**src/rtl/sram_arbiter.sv**
```systemverilog
// sram_arbiter
//   Shares one SRAM controller port between two requesters: port 0
//   (instruction fetch) and port 1 (data memory stage). Round-robin grant,
//   one access at a time, a one-cycle RECOVER gap after every access so the
//   controller's access counter reloads, and a watchdog that aborts accesses
//   whose ready never arrives.
//
// Ports
//   clk, rst                   clock, synchronous active-high reset
//   rd0/wr0/addr0/wdata0       port 0 request (level, held until done0)
//   rdata0, done0              port 0 registered read data, completion pulse
//   rd1/wr1/addr1/wdata1       port 1 request
//   rdata1, done1              port 1 read data, completion pulse
//   err                        sticky watchdog-abort flag
//   sram_rd_en, sram_wr_en     controller enables (combinational from state)
//   sram_address, sram_writeData  controller address / write data
//   sram_readData, sram_ready  controller read data / ready
module sram_arbiter #(
  parameter int unsigned ADDR_W  = 32,
  parameter int unsigned DATA_W  = 32,
  parameter int unsigned TIMEOUT = 16,
  parameter int unsigned TMO_W   = 5
) (
  input  logic              clk,
  input  logic              rst,
  input  logic              rd0,
  input  logic              wr0,
  input  logic [ADDR_W-1:0] addr0,
  input  logic [DATA_W-1:0] wdata0,
  output logic [DATA_W-1:0] rdata0,
  output logic              done0,
  input  logic              rd1,
  input  logic              wr1,
  input  logic [ADDR_W-1:0] addr1,
  input  logic [DATA_W-1:0] wdata1,
  output logic [DATA_W-1:0] rdata1,
  output logic              done1,
  output logic              err,
  output logic              sram_rd_en,
  output logic              sram_wr_en,
  output logic [ADDR_W-1:0] sram_address,
  output logic [DATA_W-1:0] sram_writeData,
  input  logic [DATA_W-1:0] sram_readData,
  input  logic              sram_ready
);

  typedef enum logic [1:0] {IDLE, GNT0, GNT1, RECOVER} state_t;

  state_t            state_q;
  logic              last_grant_q;
  logic [TMO_W-1:0]  wdog_q;
  logic [DATA_W-1:0] rdata0_q, rdata1_q;
  logic              done0_q, done1_q;
  logic              err_q;

  logic req0, req1, pick1, wdog_hit;

  assign req0     = rd0 | wr0;
  assign req1     = rd1 | wr1;
  // On a tie the port that was not granted last wins.
  assign pick1    = req1 & (~req0 | ~last_grant_q);
  assign wdog_hit = (wdog_q == TMO_W'(TIMEOUT - 1));

  always_ff @(posedge clk) begin
    if (rst) begin
      state_q      <= IDLE;
      last_grant_q <= 1'b1;
      wdog_q       <= '0;
      rdata0_q     <= '0;
      rdata1_q     <= '0;
      done0_q      <= 1'b0;
      done1_q      <= 1'b0;
      err_q        <= 1'b0;
    end else begin
      done0_q <= 1'b0;
      done1_q <= 1'b0;
      unique case (state_q)
        IDLE: begin
          if (req0 | req1) begin
            state_q      <= pick1 ? GNT1 : GNT0;
            last_grant_q <= pick1;
            wdog_q       <= '0;
          end
        end
        GNT0, GNT1: begin
          // Ready has priority over the watchdog in the same cycle.
          if (sram_ready || wdog_hit) begin
            state_q <= RECOVER;
            if (state_q == GNT0) done0_q <= 1'b1;
            else                 done1_q <= 1'b1;
            if (sram_ready) begin
              if (state_q == GNT0 && rd0 && !wr0) rdata0_q <= sram_readData;
              if (state_q == GNT1 && rd1 && !wr1) rdata1_q <= sram_readData;
            end else begin
              err_q <= 1'b1;
            end
          end else begin
            wdog_q <= wdog_q + TMO_W'(1);
          end
        end
        RECOVER: state_q <= IDLE;
        default: state_q <= IDLE;
      endcase
    end
  end

  always_comb begin
    sram_rd_en     = 1'b0;
    sram_wr_en     = 1'b0;
    sram_address   = '0;
    sram_writeData = '0;
    unique case (state_q)
      GNT0: begin
        sram_address   = addr0;
        sram_writeData = wdata0;
        sram_wr_en     = wr0;
        sram_rd_en     = rd0 & ~wr0;
      end
      GNT1: begin
        sram_address   = addr1;
        sram_writeData = wdata1;
        sram_wr_en     = wr1;
        sram_rd_en     = rd1 & ~wr1;
      end
      default: ;
    endcase
  end

  assign rdata0 = rdata0_q;
  assign rdata1 = rdata1_q;
  assign done0  = done0_q;
  assign done1  = done1_q;
  assign err    = err_q;

endmodule

```
**config.mk**
```make
export PLATFORM = sky130hd
export DESIGN_NAME = sram_arbiter
export DESIGN_NICKNAME = d
export VERILOG_FILES = /design/src/rtl/sram_arbiter.sv
export SDC_FILE = /design/constraint.sdc
export NUM_CORES = 1
export LEC_CHECK = 0
export CORE_AREA = 2 2 115 117
export DETAILED_ROUTE_END_ITERATION = 8
export DIE_AREA = 0 0 117 119
export HOLD_SLACK_MARGIN = 0.12
export MAX_ROUTING_LAYER = met4
export PLACE_DENSITY = 0.81
export RECOVER_POWER = 50
export SLEW_MARGIN = 20
export SYNTH_ARGS = -nofsm -noshare
export SYNTH_HDL_FRONTEND = slang
export SYNTH_SLANG_ARGS = --single-unit
```
**constraint.sdc**
```tcl
create_clock -name clk -period 2.2 [get_ports clk]
set_clock_uncertainty 0.1 [all_clocks]
set_input_delay 0.22 -clock clk [delete_from_list [all_inputs] [get_ports clk]]
set_output_delay 0.22 -clock clk [all_outputs]
set_load 0.05 [all_outputs]
```
==> impl_metrics.yaml <==
outcome:
  outcome: "finished clean"
clock_network:
  htreeDepth: 3
  path_clk_slew_ns: 0.06
  insertion_delay_ns: 0.33
  hold_buffers: 0
  cts_buffers: 9
  root_buffer: "clkbuf_16"
  clock_path_buffers: 2
  clock-sinks: 75
  cts_tree: "built"
die:
  fp.dieArea_mm2: 0.0139
  die_w_um: 117
  start_util: 0.275
  ioPinCount: 300
  die_y_um: 119
  row_count: 42
  coreArea_mm2: 0.0129
flow_run:
  cap_viol_max_count: 0
route:
  top_layer: "met4"
  dr.first_iter.drc_count: 264
  vias_per_cell: 4.83
  wl_per_cell_um: 19.1
  wl_met3_um: 1980
  wirelength_um: 17500
  wl_met2_um: 8350
  drcViolationCount: 0
  ant_nets: 0
  num_vias: 4421
  drt_pre_antenna_iters: 4
  wl_met1_um: 6870
timing:
  fmax_mhz: 462
  period_needed_ns: 2.16
  slew_headroom: 0.600
  maxSlewViolCount: 0
  finalWorstSetupSlack_ns: 0.0372
  post-route-period-util: 0.983
  whs_ns: 0.255
  finalSetupViolations: 0
  tns_ns: 0
  tightest_slew_ns: 0.598
  rsz0062_at_grt: "yes"
  hold_viol: 0
worst_setup_path:
  path_max_fanout: 14
  worst_setup_path_start_kind: "flip-flop"
  crit_type: "flip-flop to output port"
  cp-end-kind: "output port"
  crit_required_ns: 1.88
  worstPathArrival_ns: 1.84
  worst_path_max_delay_cell: "dfxtp_2"
  path_cells: "inv_2, ha_4, and2_4, bufbuf_16, a22o_1, buf_12"
  max_stage_delay_ns: 0.34
worst_hold_path:
  hp-class: "input port to flip-flop"
global_routing:
  track_usage: 0.249
  grt_pass1_wl_um: 25300
  grt_pass1_vias: 4378
  grt_overflow: 0
  grt_start_max_net_pins: 76
  grt_antenna_before_repair: 10
placed_design:
  placedCellCount: 885
  detailed_place.area_mm2: 0.00738
  portBuffers: 299
  place_ws_ns: -0.0113
  gp_congestion: 0.922
  dp_hpwl_um: 13000
synthesis:
  synthArstFlopShare: 0
  syn_area_mm2: 0.00354
  synth_edf_count: 0
  synth_seq_cells: 75
  synth_ff_type: "dfxtp_1"
  seq_area_frac_synth: 0.424
  yosys_warnings: 0
  synth_nets: 611
  syn_inst: 439
  synth_cell_type_count: 35
  syn_avg_cell_area_um2: 8.06
finish:
  fin_util: 0.624
  nFillCells: 1027
  design_area_mm2: 0.00803
  finalNonFillerCells: 916
  fin_nets: 897
  drive_gt1_frac: 0.184
  syn_to_final_growth_pct: 127
power_and_ir_drop:
  p_per_area_mw_per_mm2: 917
  combPwrFrac: 0.586
  switching_share: 0.389
  seqPwrFrac: 0.198
  power.switching_mw: 2.86
  peakVddDrop_uv: 506
  p_total_mw: 7.36
  clock_power_share: 0.216
  p_int_mw: 4.49
  leakagePower_nw: 3.22
synth_stat cells, types with 2 or more instances:
master / number / area share
nand3b_1: 2 / 0.0042
clkbuf_1: 14 / 0.015
nand2_1: 132 / 0.14
buf_2: 18 / 0.025
dfxtp_1: 75 / 0.42
a31oi_1: 2 / 0.0035
buf_4: 5 / 0.011
a21oi_1: 69 / 0.098
o21ai_0: 2 / 0.0028
ha_1: 5 / 0.018
mux2i_1: 2 / 0.0057
nand2b_1: 3 / 0.0053
or4_1: 2 / 0.0042
and2_1: 2 / 0.0035
nand4b_1: 2 / 0.0049
nor2_1: 10 / 0.011
nand3_1: 2 / 0.0028
a22o_1: 65 / 0.16
a311oi_1: 2 / 0.0049
inv_1: 7 / 0.0074
buf_6: 3 / 0.0095
nor3b_1: 2 / 0.0042
flip-flops by register name (all words and copies together) (netlist names):
register	count
wdog_q	5
last_grant_q	1
done0	1
rdata1	32
err	1
rdata0	32
done1	1
state_q	2
cells in the final DEF (no fill, tap or decap), types with 2 or more instances in the layout:
cell type,instances
nand4b_1,2
diode_2,10
a21oi_1,69
dfxtp_2,2
a311oi_1,2
buf_12,74
a22o_4,22
a31oi_1,2
a22o_1,43
dfxtp_1,73
buf_4,4
or4_1,2
clkdlybuf4s50_1,165
inv_1,5
nand2_1,132
nor3b_1,2
clkbuf_16,9
nor2_1,10
ha_2,2
inv_2,2
nand2b_1,3
nand3b_1,2
bufinv_16,2
clkinv_4,2
nand3_1,2
dlygate4sd3_1,67
and2_4,2
ha_1,2
o21ai_0,2
mux2i_1,2
logic make-up (layout without fill, tap and decap cells):
kind of cell	Yosys count	after routing	share of synthesized area
compound gates	145	145	0.286
fa+ha+maj	5	5	0.0177
buf+inv	47	338	0.0679
flops	75	75	0.424
mux	2	2	0.00566
other cells	0	10	0
simple gates	165	165	0.199
worst max-delay path, delay by kind of cell, from the launching register on:
kind / cells / cell delay (ns)
flops: 1 / 0.34
simple gates: 1 / 0.17
compound gates: 1 / 0.26
fa+ha+maj: 1 / 0.25
buf+inv: 3 / 0.49
routing by layer:
layer | vias up | GRT usage
met1 | 2068 | 0.292
met4 | 0 | 0.0618
met2 | 203 | 0.388
met5 | - | -
li1 | 2126 | -
met3 | 24 | 0.112
layout make-up:
class | count | area [um^2] | share of cell area
antenna | 10 | 25.0 | 0.00312
sequential | 75 | 1500 | 0.187
timing repair buffer | 315 | 3910 | 0.487
multi-input combinational | 317 | 2020 | 0.251
inverter | 7 | 26.3 | 0.00327
clock inverter | 7 | 101 | 0.0126
clock buffer | 9 | 225 | 0.0281
tap | 176 | 220 | 0.0274
repair_timing:
item                       in CTS  in global routing
pin swaps                       4                 17
resized for setup              23                 16
setup buffers                   4                  0
hold endpoints to repair        0                  0
setup endpoints to repair      68                 47
gates cloned                    3                  0
final timing paths:
kind | cells after the start | end | slack [ns] | startpoint
max reg2reg | 7 | wdog_q[4]$_SDFFE_PP0P_ | 0.08 | wdog_q[0]$_SDFFE_PP0P_
max | 6 | sram_address[12] | 0.04 | state_q[0]$_SDFFE_PP0P_
min | 3 | wdog_q[0]$_SDFFE_PP0P_ | 0.25 | rst
min reg2reg | 2 | rdata0[0]$_SDFFE_PP0P_ | 0.35 | rdata0[0]$_SDFFE_PP0P_
power groups by stage:
| stage | combinational, mW | clock [mW] | sequential [mW] |
|---|---|---|---|
| after floorplan | 1.90 | 0 | 1.58 |
| after global placement | 3.97 | 0 | 1.48 |
| after detailed placement | 3.99 | 0 | 1.48 |
| after CTS | 4.27 | 1.63 | 1.46 |
| after global routing | 4.45 | 1.69 | 1.46 |
| final | 4.31 | 1.59 | 1.46 |
Power figures use the tool's default switching activity.
